--- src/rtl/sld_pkg.sv ---
// Shared types for the sliding-window detector stream scheduler.
// State encoding and requester ids.
package sld_pkg;

    typedef enum logic [1:0] {
        S_IDLE  = 2'd0,
        S_SHIFT = 2'd1,
        S_DRAIN = 2'd2,
        S_CLEAR = 2'd3
    } state_t;

    localparam logic REQ0 = 1'b0;
    localparam logic REQ1 = 1'b1;

endpackage

--- src/rtl/sld_sat_cnt.sv ---
// Saturating event counter with synchronous clear.
// Clear wins over increment.
module sld_sat_cnt #(
    parameter int CNT_W = 8
) (
    input  logic             clk,
    input  logic             rst_n,
    input  logic             clr,
    input  logic             inc,
    output logic [CNT_W-1:0] q
);

    always_ff @(posedge clk or negedge rst_n) begin
        if (!rst_n) begin
            q <= '0;
        end else if (clr) begin
            q <= '0;
        end else if (inc && (q != '1)) begin
            q <= q + 1'b1;
        end
    end

endmodule

--- src/rtl/sld_stream_sched.sv ---
// Round-robin scheduler sharing one sliding-window detector
// between two word requesters; owns detector reset and hit counts.
module sld_stream_sched
    import sld_pkg::*;
#(
    parameter int WIDTH = 4,
    parameter int DRAIN = 2,
    parameter int CNT_W = 8
) (
    input  logic             clk,
    input  logic             rst_n,
    input  logic             req0,
    input  logic [WIDTH-1:0] data0,
    input  logic             req1,
    input  logic [WIDTH-1:0] data1,
    input  logic             clr,
    input  logic             dec1,
    input  logic             dec2,
    output logic             ack0,
    output logic             ack1,
    output logic             det_in,
    output logic             det_rst_n,
    output logic             busy,
    output logic             done,
    output logic             done_id,
    output logic [CNT_W-1:0] hit1_0,
    output logic [CNT_W-1:0] hit2_0,
    output logic [CNT_W-1:0] hit1_1,
    output logic [CNT_W-1:0] hit2_1
);

    localparam int CW = $clog2(WIDTH + 16);

    state_t           state, state_n;
    logic [CW-1:0]    cnt, cnt_n;
    logic [WIDTH-1:0] shreg, shreg_n;
    logic             owner, owner_n;
    logic             last_grant, lg_n;
    logic             ack0_n, ack1_n;
    logic             drst_n_n, busy_n;
    logic             done_n, done_id_n;
    logic             cnt_clr;
    logic             gid;
    logic             active;

    // det_in is the shift register MSB; it drains to zero by itself
    assign det_in = shreg[WIDTH-1];

    always_comb begin
        gid = REQ0;
        unique case ({req1, req0})
            2'b01:   gid = REQ0;
            2'b10:   gid = REQ1;
            2'b11:   gid = ~last_grant;
            default: gid = REQ0;
        endcase
    end

    always_comb begin
        state_n   = state;
        cnt_n     = cnt;
        shreg_n   = '0;
        owner_n   = owner;
        lg_n      = last_grant;
        ack0_n    = 1'b0;
        ack1_n    = 1'b0;
        drst_n_n  = 1'b1;
        busy_n    = 1'b0;
        done_n    = 1'b0;
        cnt_clr   = 1'b0;
        unique case (state)
            S_IDLE: begin
                if (clr) begin
                    state_n  = S_CLEAR;
                    cnt_n    = '0;
                    drst_n_n = 1'b0;
                    busy_n   = 1'b1;
                    cnt_clr  = 1'b1;
                end else if (req0 || req1) begin
                    state_n = S_SHIFT;
                    cnt_n   = '0;
                    shreg_n = gid ? data1 : data0;
                    owner_n = gid;
                    lg_n    = gid;
                    ack0_n  = (gid == REQ0);
                    ack1_n  = (gid == REQ1);
                    busy_n  = 1'b1;
                end
            end
            S_SHIFT: begin
                busy_n  = 1'b1;
                shreg_n = {shreg[WIDTH-2:0], 1'b0};
                if (cnt == CW'(WIDTH - 1)) begin
                    state_n = S_DRAIN;
                    cnt_n   = '0;
                    done_n  = (DRAIN == 1);
                end else begin
                    cnt_n = cnt + CW'(1);
                end
            end
            S_DRAIN: begin
                if (cnt == CW'(DRAIN - 1)) begin
                    state_n = S_IDLE;
                    cnt_n   = '0;
                end else begin
                    busy_n = 1'b1;
                    cnt_n  = cnt + CW'(1);
                    done_n = (cnt_n == CW'(DRAIN - 1));
                end
            end
            S_CLEAR: begin
                cnt_clr = 1'b1;
                if (cnt == CW'(1)) begin
                    state_n = S_IDLE;
                    cnt_n   = '0;
                end else begin
                    busy_n   = 1'b1;
                    drst_n_n = 1'b0;
                    cnt_n    = CW'(1);
                end
            end
            default: begin
                state_n = S_IDLE;
                cnt_n   = '0;
            end
        endcase
        done_id_n = done_n & owner;
    end

    always_ff @(posedge clk or negedge rst_n) begin
        if (!rst_n) begin
            state      <= S_IDLE;
            cnt        <= '0;
            shreg      <= '0;
            owner      <= REQ0;
            last_grant <= REQ1;
            ack0       <= 1'b0;
            ack1       <= 1'b0;
            det_rst_n  <= 1'b0;
            busy       <= 1'b0;
            done       <= 1'b0;
            done_id    <= 1'b0;
        end else begin
            state      <= state_n;
            cnt        <= cnt_n;
            shreg      <= shreg_n;
            owner      <= owner_n;
            last_grant <= lg_n;
            ack0       <= ack0_n;
            ack1       <= ack1_n;
            det_rst_n  <= drst_n_n;
            busy       <= busy_n;
            done       <= done_n;
            done_id    <= done_id_n;
        end
    end

    assign active = (state == S_SHIFT) || (state == S_DRAIN);

    sld_sat_cnt #(.CNT_W(CNT_W)) u_h1_0 (
        .clk(clk), .rst_n(rst_n), .clr(cnt_clr),
        .inc(active && dec1 && (owner == REQ0)), .q(hit1_0)
    );
    sld_sat_cnt #(.CNT_W(CNT_W)) u_h2_0 (
        .clk(clk), .rst_n(rst_n), .clr(cnt_clr),
        .inc(active && dec2 && (owner == REQ0)), .q(hit2_0)
    );
    sld_sat_cnt #(.CNT_W(CNT_W)) u_h1_1 (
        .clk(clk), .rst_n(rst_n), .clr(cnt_clr),
        .inc(active && dec1 && (owner == REQ1)), .q(hit1_1)
    );
    sld_sat_cnt #(.CNT_W(CNT_W)) u_h2_1 (
        .clk(clk), .rst_n(rst_n), .clr(cnt_clr),
        .inc(active && dec2 && (owner == REQ1)), .q(hit2_1)
    );

endmodule
--- config.mk ---
export PLATFORM = sky130hd
export DESIGN_NAME = sld_stream_sched
export DESIGN_NICKNAME = d
export VERILOG_FILES = /design/src/rtl/sld_pkg.sv /design/src/rtl/sld_sat_cnt.sv /design/src/rtl/sld_stream_sched.sv
export SDC_FILE = /design/constraint.sdc
export NUM_CORES = 1
export LEC_CHECK = 0
export CORE_MARGIN = 2
export CORE_UTILIZATION = 50
export CTS_CLUSTER_SIZE = 16
export DETAILED_ROUTE_END_ITERATION = 7
export PLACE_DENSITY = 0.76
export SLEW_MARGIN = 20
export SYNTH_ARGS = -nofsm -noshare
export SYNTH_HDL_FRONTEND = slang
export SYNTH_SLANG_ARGS = --single-unit
--- constraint.sdc ---
create_clock -name clk -period 2.73 [get_ports clk]
set_input_delay 0.546 -clock clk [delete_from_list [all_inputs] [get_ports clk]]
set_output_delay 0.546 -clock clk [all_outputs]
set_load 0.03 [all_outputs]
==> impl_metrics.py, run 1 <==
metrics = {
    "clocking": {
        "cts-root-buf": "clkbuf_8",
        "worst_setup_hold_path_clk_slew_ns": 0.09,
        "cts_setup_buffers": 0,
        "ctsResizeCount": 0,
        "cts-hold-fix-buffers": 0,
        "cts_num_sinks": 51,
        "cts-buffers-inserted": 5,
        "cts.path.max_buffers": 2,
        "h-tree-depth": 2,
        "cts_tree": "built",
        "clock_latency_ns": 0.30,
    },
    "yosys": {
        "netlist_top_cells_area": "dfrtp_1 47%, ha_1 5.2%, xor2_1 3.3%",
        "count_of_flip_flops_with_a_built_in_enable_after_synthesis": 0,
        "post_synth_most_frequent_cells": "50 x dfrtp_1, 19 x nor2_1, 18 x nand2_1",
        "synthesis.area_per_instance_um2": 10.27,
        "ys_seq_elements": 51,
        "synth_sequential_area_ratio": 0.4805,
        "most_frequent_cell_after_synthesis": "dfrtp_1",
        "yosys.cell_types.count": 49,
        "synth_top_area_frac": 0.4706,
        "synth_cells": 259,
        "synthesis.nets": 285,
        "post-synth-top-area-cell": "dfrtp_1",
        "synth.yosys.warnings": 0,
        "synth.cell_area_mm2": 0.002659,
        "yosys_most_used_dff": "dfrtp_1",
        "asyncSetResetFlopFracSynth": 1.000,
    },
    "critical_path": {
        "crit_path_max_incr_delay_ns": 0.71,
        "slowest_stage": "clkdlybuf4s50_1",
        "critical_path.endpoint_type": "output pin",
        "cp_num_buf_inv": 1,
        "timing.critical_path.depth": 1,
        "reg2reg_depth": 6,
        "timing.critical_path.required_ns": 2.18,
        "critPathLaunchType": "flip-flop",
        "cp_cell_sequence": "clkdlybuf4s50_1",
        "path_delay_family": "buffers and inverters",
        "cp.arrival_ns": 1.49,
        "critical_path_class": "reg2out",
        "path_max_fanout": 6,
    },
    "finish": {
        "num_antenna_cells": 0,
        "design.final.nets": 339,
        "post_route_cells_drive_above_1_share": 0.07006,
        "area.growth.synth_to_final_pct": 25.36,
        "filler_cell_count": 440,
    },
    "placement": {
        "pre_cts_ws_ns": 0.5933,
        "hpwl_after_detailed_placement_um": 3992,
        "io_buffers": 53,
        "gp_routability_congestion": 0.8150,
    },
    "global_routing": {
        "total_global_routing_track_utilization": 0.2040,
        "grt_max_degree": 52,
        "global_route_wire_length_before_repair_um": 9894,
        "grt_pass1_vias": 2110,
        "grt_antenna_before_repair": 0,
        "globalRouteOverflowTotal": 0,
    },
    "pwr": {
        "ir_worst_vdd_v": 0.0005930,
        "design_power_w": 0.002823,
        "cellPowerDensity_mw_per_mm2": 847.0,
        "cellLeakagePower_nw": 1.497,
    },
    "outcome": {
        "result_of_the_run": "completed",
    },
    "sta": {
        "fmax_mhz": 491.3,
        "fin_ws_ns": 0.6944,
        "setup_tns_ns": 0,
        "setup_violations": 0,
        "slew_violations": 0,
        "hold_ws_ns": 0.3352,
        "tightest_slew_ns": 0.6304,
        "finalCriticalPeriod_ns": 2.036,
        "slew_headroom": 0.5797,
        "hold_viol": 0,
        "worst_clock_skew_ns": 0.005744,
        "rsz_0062_raised_after_global_routing": "false",
        "post-route-period-util": 0.7456,
    },
    "floorplanning": {
        "placement_rows": 26,
        "die_height_um": 76.92,
        "die_width_um": 76.92,
        "ios": 54,
        "fp.coreArea_mm2": 0.005107,
        "start_util": 0.5206,
        "die_area_mm2": 0.005917,
    },
    "routing": {
        "first_iter_violations": 126,
        "drt-pass1-iter-count": 4,
        "route.detailed.wl_per_inst_um": 14.27,
        "remaining_drc_errors": 0,
        "overall_routed_net_length_um": 5479,
        "ant_nets": 0,
        "vias": 2179,
        "viasPerCell": 5.674,
    },
    "worst_hold_path": {
        "hold_class": "in2async",
    },
    "flow_run": {
        "max_cap_violations": 0,
    },
}
[cell families (layout without fill, tap and decap cells)]
logic type,after synthesis,in the layout,share of synthesized area
buffers and inverters,18,73,0.02964
and+or+nand+nor,96,96,0.1925
AOI/OAI and AO/OA,61,61,0.1694
xor gates and xnor gates,14,14,0.04611
DFF,51,51,0.4805
muxes,8,8,0.03012
adders and majority gates,11,11,0.05176
[metal layers]
metal,vias to the layer above,part of all wire,GRT usage,wire (um)
met5,-,0,0,0
met4,0,0.0086,0.05455,47
met3,5,0.045,0.04824,246
met2,42,0.49,0.3377,2678
met1,1074,0.46,0.2690,2506
li1,1058,-,-,-
[cell type report]
type	instances	area, um^2	share of cell area
well taps	70	87.58	0.02628
repair buffers	54	533.0	0.1599
clock inverters	1	5.005	0.001502
flip-flops and latches	51	1277	0.3833
clock buffers	7	86.33	0.02590
multi-input cells	190	1303	0.3908
inverters	11	41.29	0.01239
[power by group]
group | leakage [nW] | switching [W] | total, W | internal, W
logic | 0.763 | 0.000773 | 0.00130 | 0.000525
clock network | 0.0482 | 0.000237 | 0.000442 | 0.000205
registers | 0.686 | 0.000159 | 0.00108 | 0.000925
total | 1.50 | 0.00117 | 0.00282 | 0.00165
[registers in the layout, indices dropped and copies added, names as in the netlist]
register,cells
done_id,1
shreg,4
state,2
u_h2_0.q,8
owner,1
busy,1
cnt,5
last_grant,1
det_rst_n,1
ack1,1
u_h1_1.q,8
ack0,1
u_h2_1.q,8
u_h1_0.q,8
done,1
[through the flow]
stage	instances	instance area (um^2)	util
floorplan	259	2659	-
global placement	376	3242	0.6347
detailed placement	376	3242	0.6347
CTS	384	3333	0.6526
global route	384	3333	0.6526
finish	384	3333	0.6526
[cell usage in the layout, fill, tap and decap left out, types with 4 or more instances in the layout]
| cell | Yosys | final |
|---|---|---|
| inv_1 | 11 | 11 |
| clkdlybuf4s50_1 | 0 | 52 |
| o31ai_1 | 7 | 7 |
| o21ai_0 | 6 | 6 |
| a21oi_1 | 13 | 13 |
| ha_1 | 11 | 11 |
| nor2_1 | 19 | 19 |
| clkbuf_8 | 0 | 6 |
| xnor2_1 | 4 | 4 |
| xor2_1 | 10 | 10 |
| nand2_1 | 18 | 18 |
| nand2b_1 | 6 | 6 |
| nand3_1 | 16 | 16 |
| nand4_1 | 8 | 8 |
| a21o_1 | 6 | 6 |
| and3_1 | 7 | 7 |
| mux2i_1 | 8 | 8 |
| or4_1 | 5 | 5 |
| dfrtp_1 | 50 | 50 |
| a31oi_1 | 4 | 4 |
| a22o_1 | 5 | 5 |
| o211ai_1 | 8 | 8 |
[worst paths after layout]
| check | slack, ns | startpoint | end |
|---|---|---|---|
| worst max-delay path | 0.69 | u_h1_0.q[3]$_DFFE_PN0P_ | hit1_0[3] |
| worst min-delay path | 0.34 | rst_n | u_h1_1.q[4]$_DFFE_PN0P_ |
| worst max register to register | 0.72 | state[0]$_DFFE_PN0P_ | u_h2_0.q[7]$_DFFE_PN0P_ |
| worst min register to register | 0.56 | u_h2_1.q[2]$_DFFE_PN0P_ | u_h2_1.q[2]$_DFFE_PN0P_ |
| max in group asynchronous | 1.96 | rst_n | u_h1_0.q[0]$_DFFE_PN0P_ |
| min in group clk | 0.56 | u_h2_1.q[2]$_DFFE_PN0P_ | u_h2_1.q[2]$_DFFE_PN0P_ |
No activity file was read; power rests on OpenSTA's default activity.
==> run 2, diff against run 1 <==
- clock period: 2.73 -> 2.1 ns (I/O delays scaled with it)
==> impl_metrics.py, run 2 (synthesis results as in run 1) <==
metrics = {
    "finish": {
        "post_route_cells_drive_above_1_share": 0.09091,
        "filler_cell_count": 444,
        "top_library_cells_by_usage_in_the_layout_fill_and_taps_aside": "52 x clkdlybuf4s50_1, 50 x dfrtp_1, 19 x nor2_1",
        "area.growth.synth_to_final_pct": 28.33,
        "layout_commonest_cell": "clkdlybuf4s50_1",
        "design.final.nets": 344,
        "finish.utilization": 0.6681,
        "num_antenna_cells": 0,
    },
    "pwr": {
        "share_seq_of_total_power": 0.362,
        "design_power_w": 0.003915,
        "internal_power_w": 0.002342,
        "power_frac_clock": 0.180,
        "combPwrFrac": 0.458,
        "power.switching_fraction": 0.4019,
        "cellLeakagePower_nw": 1.538,
        "ir_worst_vdd_v": 0.0007359,
        "total_switching_power_w": 0.001573,
        "cellPowerDensity_mw_per_mm2": 1147,
    },
    "global_routing": {
        "global_route_wire_length_before_repair_um": 9908,
        "grt_max_degree": 35,
        "globalRouteOverflowTotal": 0,
        "grt_pass1_vias": 2149,
        "grt_antenna_before_repair": 0,
        "total_global_routing_track_utilization": 0.2084,
    },
    "placement": {
        "gp_routability_congestion": 0.8344,
        "hpwl_after_detailed_placement_um": 4129,
        "pre_cts_ws_ns": 0.1073,
        "io_buffers": 53,
    },
    "clocking": {
        "cts_num_sinks": 51,
        "clock_latency_ns": 0.30,
        "cts.path.max_buffers": 2,
        "h-tree-depth": 2,
        "cts_tree": "built",
        "worst_setup_hold_path_clk_slew_ns": 0.09,
        "cts-buffers-inserted": 5,
        "cts_setup_buffers": 0,
        "cts-root-buf": "clkbuf_8",
    },
    "critical_path": {
        "cp_cell_sequence": "inv_1, ha_2, and3b_2, o21ai_4, or4_1, a21oi_1",
        "critical_path.endpoint_type": "flip-flop",
        "critPathLaunchType": "flip-flop",
        "timing.critical_path.required_ns": 2.33,
        "reg2reg_depth": 6,
        "crit_path_max_incr_delay_ns": 0.51,
        "cp.arrival_ns": 2.20,
        "critical_path_class": "reg2reg",
        "path_delay_family": "simple AND/OR/NAND/NOR gates",
        "regToRegStartpoint": "state[1]$_DFFE_PN0P_",
        "slowest_stage": "or4_1",
        "r2r-end": "u_h2_0.q[7]$_DFFE_PN0P_",
        "path_max_fanout": 8,
        "cp_num_buf_inv": 1,
        "crit_start": "state[1]$_DFFE_PN0P_",
        "setup.reg_to_reg.worst_slack_ns": 0.13,
    },
    "sta": {
        "fin_ws_ns": 0.1342,
        "slew_violations": 0,
        "setup_violations": 0,
        "slew_headroom": 0.7215,
        "rsz_0062_raised_after_global_routing": "false",
        "post-route-period-util": 0.9361,
        "setup_tns_ns": 0,
        "hold_viol": 0,
        "fmax_mhz": 508.7,
        "hold_ws_ns": 0.03764,
        "worst_clock_skew_ns": 0.006053,
        "finalCriticalPeriod_ns": 1.966,
        "tightest_slew_ns": 0.4178,
    },
    "flow_run": {
        "max_cap_violations": 0,
    },
    "routing": {
        "overall_routed_net_length_um": 5630,
        "first_iter_violations": 145,
        "vias": 2184,
        "remaining_drc_errors": 0,
        "drt-pass1-iter-count": 4,
        "route.detailed.wl_per_inst_um": 14.47,
        "ant_nets": 0,
        "viasPerCell": 5.614,
    },
    "worst_hold_path": {
        "hold_class": "in2async",
    },
    "floorplanning": {
        "ios": 54,
        "fp.coreArea_mm2": 0.005107,
        "start_util": 0.5206,
        "placement_rows": 26,
        "die_width_um": 76.92,
        "die_height_um": 76.92,
        "die_area_mm2": 0.005917,
    },
    "outcome": {
        "result_of_the_run": "completed",
    },
}
## run 2: cell count changes in the layout (fill, tap and decap cells not counted)
cell / change
ha_1: -1
clkbuf_1: -1
ha_2: +1
buf_12: +1
buf_4: +4
bufinv_16: +1
## run 2: repair_timing
item / in CTS / in global routing
resized for setup: 0 / 1
hold buffers: 0 / 0
endpoints found under the hold margin: 0 / 0
setup endpoints to repair: 0 / 1
## run 2: power groups by stage
stage / Clock [W] / Sequential (W) / Combinational, W
2_1_floorplan: 0 / 0.00164 / 0.000930
5_1_grt: 0.000762 / 0.00145 / 0.00197
4_1_cts: 0.000725 / 0.00142 / 0.00179
3_5_place_dp: 0 / 0.00143 / 0.00178
3_3_place_gp: 0 / 0.00142 / 0.00175
6_report: 0.000706 / 0.00142 / 0.00179
## run 2: worst max path at each step
stage | end | slack, ns | cells past startpoint
4_1_cts | u_h2_0.q[7]$_DFFE_PN0P_ | 0.13 | 6
3_5_place_dp | u_h2_0.q[7]$_DFFE_PN0P_ | 0.11 | 5
5_1_grt | u_h2_0.q[7]$_DFFE_PN0P_ | 0.009 | 6
2_1_floorplan | u_h2_0.q[7]$_DFFE_PN0P_ | 0.32 | 6
3_3_place_gp | u_h2_0.q[7]$_DFFE_PN0P_ | 0.14 | 5
6_report | u_h2_0.q[7]$_DFFE_PN0P_ | 0.13 | 6
## run 2: cell type report
type | count | area (um^2) | share of cell area
inverter | 11 | 41.29 | 0.01210
sequential | 51 | 1277 | 0.3744
multi-input combinational | 190 | 1305 | 0.3825
timing repair buffer | 59 | 583.1 | 0.1709
clock buffer | 6 | 82.58 | 0.02420
tap | 70 | 87.58 | 0.02567
clock inverter | 2 | 35.03 | 0.01027
## run 2: per-stage QoR
stage	instances	area (um^2)
6_report	389	3412
3_3_place_gp	381	3292
4_1_cts	389	3410
3_5_place_dp	381	3292
5_1_grt	389	3412
2_1_floorplan	259	2659
## run 2: per-layer routing
metal  track usage  share of wire  vias up
met5             0              0        -
met1        0.2790           0.45     1061
met3       0.04235          0.051        7
met4       0.07455          0.016        0
met2        0.3368           0.48       55
li1              -              -     1061
==> run 3, diff against run 2 <==
- RECOVER_POWER: not set -> 100
==> impl_metrics.py, run 3 (synthesis results as in run 1) <==
metrics = {
    "outcome": {
        "result_of_the_run": "completed",
    },
    "routing": {
        "drt-pass1-iter-count": 4,
        "ant_nets": 0,
        "vias": 2198,
        "viasPerCell": 5.650,
        "overall_routed_net_length_um": 5599,
        "route.detailed.wl_per_inst_um": 14.39,
        "remaining_drc_errors": 0,
        "first_iter_violations": 121,
    },
    "placement": {
        "dpl.cell_count": 381,
        "io_buffers": 53,
        "gp_routability_congestion": 0.8344,
        "hpwl_after_detailed_placement_um": 4129,
    },
    "sta": {
        "rsz_0062_raised_after_global_routing": "false",
        "hold_ws_ns": 0.2151,
        "setup_tns_ns": 0,
        "setup_violations": 0,
        "fmax_mhz": 505.6,
        "hold_viol": 0,
        "tightest_slew_ns": 0.9104,
        "post-route-period-util": 0.9419,
        "slew_violations": 0,
        "finalCriticalPeriod_ns": 1.978,
        "worst_clock_skew_ns": 0.007115,
        "slew_headroom": 0.3931,
    },
    "global_routing": {
        "global_route_wire_length_before_repair_um": 9908,
        "grt_antenna_before_repair": 0,
        "globalRouteOverflowTotal": 0,
        "grt_pass1_vias": 2149,
        "total_global_routing_track_utilization": 0.2084,
        "grt_max_degree": 35,
    },
    "clocking": {
        "cts_tree": "built",
        "h-tree-depth": 2,
        "clock_latency_ns": 0.31,
        "cts-buffers-inserted": 5,
        "cts_setup_buffers": 0,
        "cts_num_sinks": 51,
        "cts.path.max_buffers": 2,
        "cts-root-buf": "clkbuf_8",
        "worst_setup_hold_path_clk_slew_ns": 0.09,
    },
    "critical_path": {
        "critical_path_class": "reg2out",
        "cp_num_buf_inv": 1,
        "path_delay_family": "buffers and inverters",
        "cp.arrival_ns": 1.56,
        "regToRegStartpoint": "state[0]$_DFFE_PN0P_",
        "cp_cell_sequence": "dlygate4sd3_1",
        "reg2reg_depth": 6,
        "crit_path_max_incr_delay_ns": 0.78,
        "timing.critical_path.depth": 1,
        "setup.reg_to_reg.worst_slack_ns": 0.14,
        "r2r-end": "u_h2_0.q[7]$_DFFE_PN0P_",
        "critPathLaunchType": "flip-flop",
        "slowest_stage": "dlygate4sd3_1",
        "critical_path.endpoint_type": "output pin",
        "timing.critical_path.required_ns": 1.68,
        "path_max_fanout": 6,
    },
    "finish": {
        "seqCellArea_mm2": 0.001277,
        "filler_cell_count": 455,
        "layout_commonest_cell": "dfrtp_1",
        "instances_no_fill": 389,
        "design.final.nets": 344,
        "top_library_cells_by_usage_in_the_layout_fill_and_taps_aside": "50 x dfrtp_1, 39 x dlygate4sd3_1, 19 x nor2_1",
        "post_route_cells_drive_above_1_share": 0.07210,
        "finish.utilization": 0.6614,
        "area.growth.synth_to_final_pct": 27.06,
        "multi_input_area_mm2": 0.001295,
        "num_antenna_cells": 0,
    },
    "floorplanning": {
        "die_width_um": 76.92,
        "die_height_um": 76.92,
        "ios": 54,
        "placement_rows": 26,
        "start_util": 0.5206,
        "die_area_mm2": 0.005917,
        "fp.coreArea_mm2": 0.005107,
    },
    "pwr": {
        "ir_worst_vdd_v": 0.0007213,
        "cellPowerDensity_mw_per_mm2": 1124,
        "cellLeakagePower_nw": 1.635,
        "design_power_w": 0.003798,
    },
    "flow_run": {
        "max_cap_violations": 0,
    },
    "worst_hold_path": {
        "hold_class": "in2async",
    },
}
run 3: cell count changes in the layout (fill, tap and decap cells not counted), sizes merged:
cell,change
dlygate4sd3,+39
buf,-4
clkdlybuf4s50,-39
clkbuf,+4
run 3: worst reg2reg max path, cell delays in order, from the launching register on:
cell,delay [ns]
dfrtp_1,0.39
inv_1,0.09
ha_2,0.38
and3b_2,0.26
o21ai_4,0.11
or4_1,0.51
a21oi_1,0.16
run 3: final cells by class:
class                           instances  area share
Clock buffer                            6     0.02444
Clock inverter                          2     0.01037
Inverter                               11     0.01222
Multi-Input combinational cell        190      0.3833
Sequential cell                        51      0.3781
Tap cell                               70     0.02593
Timing Repair Buffer                   59      0.1656
run 3: what timing repair did:
| action | in CTS | in global routing |
|---|---|---|
| setup endpoints to repair | 0 | 1 |
| resized for setup | 0 | 1 |
| hold buffers | 0 | 0 |
run 3: through the flow:
stage	worst slack, ns	cell area [um^2]
2_1_floorplan	0.3184	2659
4_1_cts	0.1266	3410
3_5_place_dp	0.1073	3292
3_3_place_gp	0.1351	3292
5_1_grt	0.009322	3378
6_report	0.1221	3378
run 3: per-layer routing:
metal  wire [um]  track usage  up-vias
met2        2739       0.3368       46
met5           0            0        -
met3         237      0.04235        7
li1            -            -     1063
met1        2531       0.2790     1082
met4          90      0.07455        0
run 3: power breakdown:
part	switching, W	internal (W)	total, W
Sequential	0.000207	0.00120	0.00141
Clock	0.000321	0.000386	0.000707
Combinational	0.00103	0.000654	0.00168
Total	0.00156	0.00224	0.00380
run 3: worst max-delay path by stage:
| stage | to | start | slack, ns |
|---|---|---|---|
| 2_1_floorplan | u_h2_0.q[7]$_DFFE_PN0P_ | state[0]$_DFFE_PN0P_ | 0.32 |
| 3_3_place_gp | u_h2_0.q[7]$_DFFE_PN0P_ | dec2 | 0.14 |
| 3_5_place_dp | u_h2_0.q[7]$_DFFE_PN0P_ | dec2 | 0.11 |
| 4_1_cts | u_h2_0.q[7]$_DFFE_PN0P_ | state[0]$_DFFE_PN0P_ | 0.13 |
| 5_1_grt | u_h2_0.q[7]$_DFFE_PN0P_ | state[1]$_DFFE_PN0P_ | 0.009 |
| 6_report | hit1_0[4] | u_h1_0.q[4]$_DFFE_PN0P_ | 0.12 |
